[src/rtl/rtc_bus_pkg.sv]
// Shared definitions for the RTC multiplexed-bus cycle sequencer:
// FSM state encoding, driver flag encodings, default phase lengths
// and the state-to-outputs decode used by generador_ciclo_rtc.
package rtc_bus_pkg;

    // Default phase lengths, in clock cycles
    localparam int CW_DEF       = 5;
    localparam int T_AD_DEF     = 4;
    localparam int T_ADH_DEF    = 2;
    localparam int T_GAP_DEF    = 2;
    localparam int T_STROBE_DEF = 15;
    localparam int T_HOLD_DEF   = 2;
    localparam int T_REC_DEF    = 5;

    // Driver flags {escritura, lectura, direccion_dato}
    localparam logic [2:0] FLAG_IDLE     = 3'b000;
    localparam logic [2:0] FLAG_ESC_DIR  = 3'b100;
    localparam logic [2:0] FLAG_ESC_DATO = 3'b101;
    localparam logic [2:0] FLAG_LEER     = 3'b011;

    typedef enum logic [2:0] {
        ST_IDLE,
        ST_ADDR_SETUP,
        ST_ADDR_LATCH,
        ST_GAP,
        ST_STROBE,
        ST_HOLD,
        ST_RECOVERY,
        ST_DONE
    } estado_t;

    // Every registered output of the sequencer, in one bundle
    typedef struct packed {
        logic [2:0] flags;
        logic       cs_n;
        logic       ad;
        logic       wr_n;
        logic       rd_n;
        logic       captura;
        logic       ocupado;
        logic       listo;
    } salidas_t;

    localparam salidas_t SAL_RESET = '{
        flags:   FLAG_IDLE,
        cs_n:    1'b1,
        ad:      1'b0,
        wr_n:    1'b1,
        rd_n:    1'b1,
        captura: 1'b0,
        ocupado: 1'b0,
        listo:   1'b0
    };

    // Outputs for a given state; 'ultimo' marks the final cycle of that state
    function automatic salidas_t decodificar(input estado_t st,
                                             input logic    esc,
                                             input logic    ultimo);
        salidas_t s;
        s = SAL_RESET;
        case (st)
            ST_ADDR_SETUP: begin
                s.flags   = FLAG_ESC_DIR;
                s.ad      = 1'b1;
                s.ocupado = 1'b1;
            end
            ST_ADDR_LATCH: begin
                s.flags   = FLAG_ESC_DIR;
                s.ocupado = 1'b1;
            end
            ST_GAP, ST_HOLD: begin
                s.flags   = esc ? FLAG_ESC_DATO : FLAG_LEER;
                s.cs_n    = 1'b0;
                s.ocupado = 1'b1;
            end
            ST_STROBE: begin
                s.flags   = esc ? FLAG_ESC_DATO : FLAG_LEER;
                s.cs_n    = 1'b0;
                s.wr_n    = ~esc;
                s.rd_n    = esc;
                s.captura = ~esc & ultimo;
                s.ocupado = 1'b1;
            end
            ST_RECOVERY: begin
                s.ocupado = 1'b1;
            end
            ST_DONE: begin
                s.ocupado = 1'b1;
                s.listo   = 1'b1;
            end
            default: begin
                s = SAL_RESET;
            end
        endcase
        return s;
    endfunction

endpackage

[src/rtl/generador_ciclo_rtc_if.sv]
// Controller-side bus of the RTC cycle sequencer: start request in,
// driver flags, RTC strobes and status pulses out.
interface generador_ciclo_rtc_if;

    logic in_inicio;
    logic in_escritura;
    logic out_flag_escritura;
    logic out_flag_lectura;
    logic out_direccion_dato;
    logic out_CS_n;
    logic out_AD;
    logic out_WR_n;
    logic out_RD_n;
    logic out_captura;
    logic out_ocupado;
    logic out_listo;

    // Controller / bench side
    modport master (
        output in_inicio, in_escritura,
        input  out_flag_escritura, out_flag_lectura, out_direccion_dato,
        input  out_CS_n, out_AD, out_WR_n, out_RD_n,
        input  out_captura, out_ocupado, out_listo
    );

    // Sequencer side
    modport slave (
        input  in_inicio, in_escritura,
        output out_flag_escritura, out_flag_lectura, out_direccion_dato,
        output out_CS_n, out_AD, out_WR_n, out_RD_n,
        output out_captura, out_ocupado, out_listo
    );

endinterface

[src/rtl/contador_fase.sv]
// Loadable phase down-counter. Loaded with (length - 1) on state entry,
// counts down to zero and holds there; o_fin flags the last phase cycle.
module contador_fase #(
    parameter int CW = 5
) (
    input  logic          clk,
    input  logic          reset,
    input  logic          i_carga,
    input  logic [CW-1:0] i_valor,
    output logic [CW-1:0] o_cuenta,
    output logic          o_fin
);

    logic [CW-1:0] r_cuenta;

    // Load on state entry, otherwise count down and stick at zero
    always_ff @(posedge clk or negedge reset) begin
        // NOTE: only control state gets a reset; nothing here is a memory array.
        if (!reset) begin
            r_cuenta <= '0;
        end else if (i_carga) begin
            r_cuenta <= i_valor;
        end else if (r_cuenta != '0) begin
            r_cuenta <= r_cuenta - CW'(1);
        end
    end

    assign o_cuenta = r_cuenta;
    assign o_fin    = (r_cuenta == '0);

endmodule

[src/rtl/generador_ciclo_rtc.sv]
// Bus-cycle sequencer for the RTC multiplexed address/data bus.
// One accepted start request produces one complete read or write cycle:
// ADDR_SETUP -> ADDR_LATCH -> GAP -> STROBE -> HOLD -> RECOVERY -> DONE.
// All outputs are registered and decoded from the next state.
// Optional macro CMD_BUFFER_EN adds a one-entry command buffer so a request
// made while busy starts right after DONE.
module generador_ciclo_rtc
    import rtc_bus_pkg::*;
#(
    parameter int T_AD     = T_AD_DEF,
    parameter int T_ADH    = T_ADH_DEF,
    parameter int T_GAP    = T_GAP_DEF,
    parameter int T_STROBE = T_STROBE_DEF,
    parameter int T_HOLD   = T_HOLD_DEF,
    parameter int T_REC    = T_REC_DEF,
    parameter int CW       = CW_DEF
) (
    input  logic                    clk,
    input  logic                    reset,
    generador_ciclo_rtc_if.slave    bus
);

    // Counter load values: a phase of T cycles counts T-1 down to 0
    localparam logic [CW-1:0] L_AD     = CW'(T_AD - 1);
    localparam logic [CW-1:0] L_ADH    = CW'(T_ADH - 1);
    localparam logic [CW-1:0] L_GAP    = CW'(T_GAP - 1);
    localparam logic [CW-1:0] L_STROBE = CW'(T_STROBE - 1);
    localparam logic [CW-1:0] L_HOLD   = CW'(T_HOLD - 1);
    localparam logic [CW-1:0] L_REC    = CW'(T_REC - 1);

    estado_t       r_estado;
    estado_t       w_estado_sig;
    logic          r_escritura;
    logic          w_escritura_sig;
    salidas_t      r_sal;
    salidas_t      w_sal_sig;
    logic          w_carga;
    logic [CW-1:0] w_valor;
    logic [CW-1:0] w_cuenta;
    logic          w_fin;
    logic          w_ultimo;

`ifdef CMD_BUFFER_EN
    logic r_buf_valido;
    logic r_buf_esc;
`endif

    contador_fase #(
        .CW (CW)
    ) u_contador (
        .clk      (clk),
        .reset    (reset),
        .i_carga  (w_carga),
        .i_valor  (w_valor),
        .o_cuenta (w_cuenta),
        .o_fin    (w_fin)
    );

    // Next-state and next-operation-type decision
    always_comb begin
        // NOTE: defaults first so every path assigns and no latch is inferred.
        w_estado_sig    = r_estado;
        w_escritura_sig = r_escritura;
        case (r_estado)
            ST_IDLE: begin
                if (bus.in_inicio) begin
                    w_estado_sig    = ST_ADDR_SETUP;
                    w_escritura_sig = bus.in_escritura;
                end
            end
            ST_ADDR_SETUP: if (w_fin) w_estado_sig = ST_ADDR_LATCH;
            ST_ADDR_LATCH: if (w_fin) w_estado_sig = ST_GAP;
            ST_GAP:        if (w_fin) w_estado_sig = ST_STROBE;
            ST_STROBE:     if (w_fin) w_estado_sig = ST_HOLD;
            ST_HOLD:       if (w_fin) w_estado_sig = ST_RECOVERY;
            ST_RECOVERY:   if (w_fin) w_estado_sig = ST_DONE;
            ST_DONE: begin
                w_estado_sig = ST_IDLE;
`ifdef CMD_BUFFER_EN
                if (r_buf_valido) begin
                    w_estado_sig    = ST_ADDR_SETUP;
                    w_escritura_sig = r_buf_esc;
                end else if (bus.in_inicio) begin
                    w_estado_sig    = ST_ADDR_SETUP;
                    w_escritura_sig = bus.in_escritura;
                end
`endif
            end
            default: w_estado_sig = ST_IDLE;
        endcase
    end

    // Phase counter reload on every state change, and next-cycle outputs
    always_comb begin
        w_carga = (w_estado_sig != r_estado);
        case (w_estado_sig)
            ST_ADDR_SETUP: w_valor = L_AD;
            ST_ADDR_LATCH: w_valor = L_ADH;
            ST_GAP:        w_valor = L_GAP;
            ST_STROBE:     w_valor = L_STROBE;
            ST_HOLD:       w_valor = L_HOLD;
            ST_RECOVERY:   w_valor = L_REC;
            default:       w_valor = '0;
        endcase
        // Counter will read zero next cycle: that cycle is the last of its state
        w_ultimo  = w_carga ? (w_valor == '0) : (w_cuenta == CW'(1));
        w_sal_sig = decodificar(w_estado_sig, w_escritura_sig, w_ultimo);
    end

    // FSM state, latched operation type and registered outputs
    always_ff @(posedge clk or negedge reset) begin
        if (!reset) begin
            r_estado    <= ST_IDLE;
            r_escritura <= 1'b0;
            r_sal       <= SAL_RESET;
        end else begin
            // NOTE: non-blocking so every register samples pre-edge values.
            r_estado    <= w_estado_sig;
            r_escritura <= w_escritura_sig;
            r_sal       <= w_sal_sig;
        end
    end

`ifdef CMD_BUFFER_EN
    // One-entry command buffer: captures a request made mid-cycle
    always_ff @(posedge clk or negedge reset) begin
        if (!reset) begin
            r_buf_valido <= 1'b0;
            r_buf_esc    <= 1'b0;
        end else if (r_estado == ST_DONE) begin
            r_buf_valido <= 1'b0;
        end else if (r_estado != ST_IDLE && !r_buf_valido && bus.in_inicio) begin
            r_buf_valido <= 1'b1;
            r_buf_esc    <= bus.in_escritura;
        end
    end
`endif

    assign bus.out_flag_escritura = r_sal.flags[2];
    assign bus.out_flag_lectura   = r_sal.flags[1];
    assign bus.out_direccion_dato = r_sal.flags[0];
    assign bus.out_CS_n           = r_sal.cs_n;
    assign bus.out_AD             = r_sal.ad;
    assign bus.out_WR_n           = r_sal.wr_n;
    assign bus.out_RD_n           = r_sal.rd_n;
    assign bus.out_captura        = r_sal.captura;
    assign bus.out_ocupado        = r_sal.ocupado;
    assign bus.out_listo          = r_sal.listo;

endmodule

[src/flat_wrapper.sv]
// flat-port wrapper written by rule: the top's interface ports become plain ports
module generador_ciclo_rtc_flat import rtc_bus_pkg::*;
#(
    parameter int T_AD     = T_AD_DEF,
    parameter int T_ADH    = T_ADH_DEF,
    parameter int T_GAP    = T_GAP_DEF,
    parameter int T_STROBE = T_STROBE_DEF,
    parameter int T_HOLD   = T_HOLD_DEF,
    parameter int T_REC    = T_REC_DEF,
    parameter int CW       = CW_DEF
)
  (clk, reset, bus_in_inicio, bus_in_escritura, bus_out_flag_escritura, bus_out_flag_lectura, bus_out_direccion_dato, bus_out_CS_n, bus_out_AD, bus_out_WR_n, bus_out_RD_n, bus_out_captura, bus_out_ocupado, bus_out_listo);
  generador_ciclo_rtc_if bus_i ();
  input  logic clk;
  input  logic reset;
  input wire logic [$bits(bus_i.in_inicio)-1:0] bus_in_inicio;
  input wire logic [$bits(bus_i.in_escritura)-1:0] bus_in_escritura;
  output wire logic [$bits(bus_i.out_flag_escritura)-1:0] bus_out_flag_escritura;
  output wire logic [$bits(bus_i.out_flag_lectura)-1:0] bus_out_flag_lectura;
  output wire logic [$bits(bus_i.out_direccion_dato)-1:0] bus_out_direccion_dato;
  output wire logic [$bits(bus_i.out_CS_n)-1:0] bus_out_CS_n;
  output wire logic [$bits(bus_i.out_AD)-1:0] bus_out_AD;
  output wire logic [$bits(bus_i.out_WR_n)-1:0] bus_out_WR_n;
  output wire logic [$bits(bus_i.out_RD_n)-1:0] bus_out_RD_n;
  output wire logic [$bits(bus_i.out_captura)-1:0] bus_out_captura;
  output wire logic [$bits(bus_i.out_ocupado)-1:0] bus_out_ocupado;
  output wire logic [$bits(bus_i.out_listo)-1:0] bus_out_listo;
  assign bus_i.in_inicio = bus_in_inicio;
  assign bus_i.in_escritura = bus_in_escritura;
  assign bus_out_flag_escritura = bus_i.out_flag_escritura;
  assign bus_out_flag_lectura = bus_i.out_flag_lectura;
  assign bus_out_direccion_dato = bus_i.out_direccion_dato;
  assign bus_out_CS_n = bus_i.out_CS_n;
  assign bus_out_AD = bus_i.out_AD;
  assign bus_out_WR_n = bus_i.out_WR_n;
  assign bus_out_RD_n = bus_i.out_RD_n;
  assign bus_out_captura = bus_i.out_captura;
  assign bus_out_ocupado = bus_i.out_ocupado;
  assign bus_out_listo = bus_i.out_listo;
  generador_ciclo_rtc #(.T_AD(T_AD), .T_ADH(T_ADH), .T_GAP(T_GAP), .T_STROBE(T_STROBE), .T_HOLD(T_HOLD), .T_REC(T_REC), .CW(CW)) u_core (.clk(clk), .reset(reset), .bus(bus_i));
endmodule
[config.mk]
export PLATFORM = sky130hd
export DESIGN_NAME = generador_ciclo_rtc_flat
export DESIGN_NICKNAME = d
export VERILOG_FILES = /design/src/rtl/rtc_bus_pkg.sv /design/src/rtl/generador_ciclo_rtc_if.sv /design/src/rtl/contador_fase.sv /design/src/rtl/generador_ciclo_rtc.sv /design/src/flat_wrapper.sv
export SDC_FILE = /design/constraint.sdc
export NUM_CORES = 1
export LEC_CHECK = 0
export ABC_AREA = 1
export CORE_UTILIZATION = 45
export DETAILED_ROUTE_END_ITERATION = 10
export HOLD_SLACK_MARGIN = 0.12
export MAX_ROUTING_LAYER = met4
export PLACE_DENSITY = 0.7
export SETUP_SLACK_MARGIN = 0.2
export SKIP_CTS_REPAIR_TIMING = 1
export SYNTH_ARGS = -nofsm -noshare
export SYNTH_HDL_FRONTEND = slang
export SYNTH_SLANG_ARGS = --single-unit
[constraint.sdc]
create_clock -name clk -period 1.7 [get_ports clk]
set_clock_uncertainty 0.15 [all_clocks]
set_input_delay 0.255 -clock clk [delete_from_list [all_inputs] [get_ports clk]]
set_output_delay 0.255 -clock clk [all_outputs]
set_load 0.02 [all_outputs]
==> results.tsv <==
stage	metric	value	unit
grt	grt_pass1_wl	3680	µm
critical_path	start_kind	flip-flop	
drt	finalWirelength	2770	µm
drt	ant_nets	0	
sta	worstMarginPinSlew	0.285	ns
yosys	yosys_warnings	0	
yosys	yosysSeqAreaShare	45.8	%
clocking	root_buffer	clkbuf_4	
die	ios	14	
grt	first_global_vias	884	
clocking	path_clk_slew	0.11	ns
drt	firstDrtPassIters	6	
drt	via_per_inst	5.28	
final_layout	mostFrequentLayoutCell	buf_4	
die	die_area	2520	µm²
clocking	cts-htree-levels	1	
critical_path	reg2regPathDepth	11	
drt	drc	0	
critical_path	crit_type	flip-flop to flip-flop	
grt	grt_max_degree	20	
sta	worst_slack	-0.178	ns
final_layout	synthToLayoutAreaGrowth	55.9	%
clocking	insertion_delay	0.29	ns
clocking	cts.sinks	19	
critical_path	required	1.74	ns
placement	dpl.hpwl	1650	µm
sta	fin_crit_sh	110	%
grt	grt_use_total	20.0	%
die	rows	17	
clocking	cts_tree	done	
drt	wl_per_cell	15.0	µm
yosys	postSynthAreaPerCell	8.94	µm²
die	die_w	50.2	µm
final_layout	nNetsFinal	165	
yosys	synth-seq-cells	19	
sta	fmax	0.532	GHz
critical_path	r2r-end	u_core.bus.out_captura	
final_layout	n_fill_cell	147	
yosys	synth_fp_nets	124	
drt	drt_iter0_drc	42	
power_and_ir_drop	pwr_density_cell	2170	nW/µm²
yosys	yosys.area.top_type	dfrtp_1	
final_layout	drive_gt1_share	55.4	%
power_and_ir_drop	p_leak	0.850	nW
die	start_util	47.7	%
run	cap_violations	0	
critical_path	cp_max_fo	6	
critical_path	crit_arrival	1.92	ns
final_layout	layout.cells.most_common_list	buf_4, dfrtp_1, inv_2, nand2_2, dlymetal6s2s_1	
sta	setup_tns	-0.913	ns
min_path	hp-class	input pin to async pin	
critical_path	cp-end-kind	flip-flop	
placement	pre_cts_ws	-0.0476	ns
sta	finalCriticalPeriod	1.88	ns
placement	gp_congestion	0.956	
sta	hold_viol	0	
yosys	syn_inst	117	
grt	gr-total-overflow	0	
power_and_ir_drop	peakVddDrop	0.00138	V
critical_path	regToRegSetupSlack	-0.18	ns
die	die_h	50.2	µm
clocking	clock_path_buffers	2	
critical_path	reg2reg_from	u_core.u_contador.o_cuenta[0]	
die	core_area	2190	µm²
outcome	violations	negative setup slack	
outcome	outcome	finished with violations	
sta	setup_violations	10	
yosys	synth_top_area_share	38.3	%
sta	slew_violations	0	
final_layout	num_antenna_cells	0	
grt	antenna_found_initial	0	
yosys	synth_cell_types	27	
placement	place.port_buffers	13	
yosys	synth.top_cells.by_area	dfrtp_1, dfstp_2, nand2_1	
sta	whs	0.137	ns
final_layout	finalInstanceArea	1630	µm²
yosys	syn-cell-area	1050	µm²
drt	dr_total_vias	977	
placement	post_dp_cell_area	1330	µm²
clocking	cts_made_buffers	3	
sta	max-slew-margin-rel	81.0	%
sta	grt_setup_unrepaired	true	
cell usage after synthesis, drive strengths merged:
cell type and number:
nand2 27, inv 19, dfrtp 16, nor2 13, nand3 11, o21ai 7
a21oi 5, xor2 4, dfstp 3, ha 3, nor3 2, a21boi 1
and2 1, clkinv 1, nand3b 1, nand4 1, nor4 1, o211ai 1
critical path, stage by stage (launching register included):
cell and delay (ns):
dfrtp_1 0.42, inv_2 0.09, ha_4 0.13, inv_2 0.04, nor2_4 0.16, nand2_4 0.11
nand2_2 0.13, nand3_2 0.17, nand2_4 0.16, nand3_2 0.09, nand2_1 0.09, nor2_2 0.04
per-layer routing:
| layer | global-route usage (%) | vias to the layer above | wire (µm) |
|---|---|---|---|
| met5 | - | - | 0 |
| met4 | 7.14 | 0 | 168 |
| met3 | 4.24 | 24 | 175 |
| met2 | 33.8 | 58 | 1360 |
| met1 | 23.3 | 441 | 1060 |
| li1 | - | 454 | - |
registers in the layout (all words and copies together), names as in the netlist:
name                           flops
u_core.r_estado                    3
u_core.u_contador.o_cuenta         5
u_core.bus.out_direccion_dato      1
u_core.bus.out_captura             1
u_core.bus.out_AD                  1
u_core.r_escritura                 1
u_core.bus.out_CS_n                1
u_core.bus.out_WR_n                1
u_core.bus.out_flag_escritura      1
u_core.bus.out_listo               1
u_core.bus.out_flag_lectura        1
u_core.bus.out_ocupado             1
u_core.bus.out_RD_n                1
worst max-delay path by stage:
stage	slack (ns)	endpoint	start	depth (start not counted)
after global placement	-0.05	u_core.u_contador.o_cuenta[1]	u_core.u_contador.o_cuenta[1]	10
after CTS	-0.13	bus_out_WR_n	u_core.bus.out_WR_n	1
after detailed placement	-0.05	u_core.bus.out_captura	u_core.u_contador.o_cuenta[1]	12
after global routing	-0.24	u_core.bus.out_captura	u_core.u_contador.o_cuenta[0]	11
final	-0.18	u_core.bus.out_captura	u_core.u_contador.o_cuenta[0]	11
after floorplan	0.08	u_core.bus.out_captura	u_core.u_contador.o_cuenta[0]	12
cell families (layout without fill, tap and decap cells):
kind of cell	count (synthesis)	in the layout	share of synthesized area, %
simple gates	57	57	30.3
buf+inv	20	60	7.30
flops	19	19	45.8
compound gates	14	14	9.69
xor+xnor	4	4	3.35
fa+ha+maj	3	3	3.59
metrics by stage:
step	instances	utilization [%]	total power, mW
2_1_floorplan	117	-	1.96
3_3_place_gp	171	60.7	2.51
3_5_place_dp	171	60.7	2.55
4_1_cts	175	61.9	2.77
5_1_grt	185	74.4	3.74
6_report	185	74.4	3.54
power breakdown:
group	switching (mW)	leakage (nW)	internal, mW	total, mW
registers	0.151	0.229	0.626	0.777
logic	1.47	0.604	1.07	2.54
clock network	0.135	0.0177	0.0873	0.222
total	1.75	0.850	1.78	3.54
cell type report:
class | instances | area [µm²] | area share [%]
clock inverters | 1 | 5.00 | 0.307
clock buffers | 3 | 22.5 | 1.38
well taps | 28 | 35.0 | 2.15
repair buffers | 36 | 347 | 21.3
flip-flops and latches | 19 | 479 | 29.4
multi-input cells | 78 | 661 | 40.5
inverters | 20 | 81.3 | 4.99
Note: power is estimated with default switching activity, not from simulation.
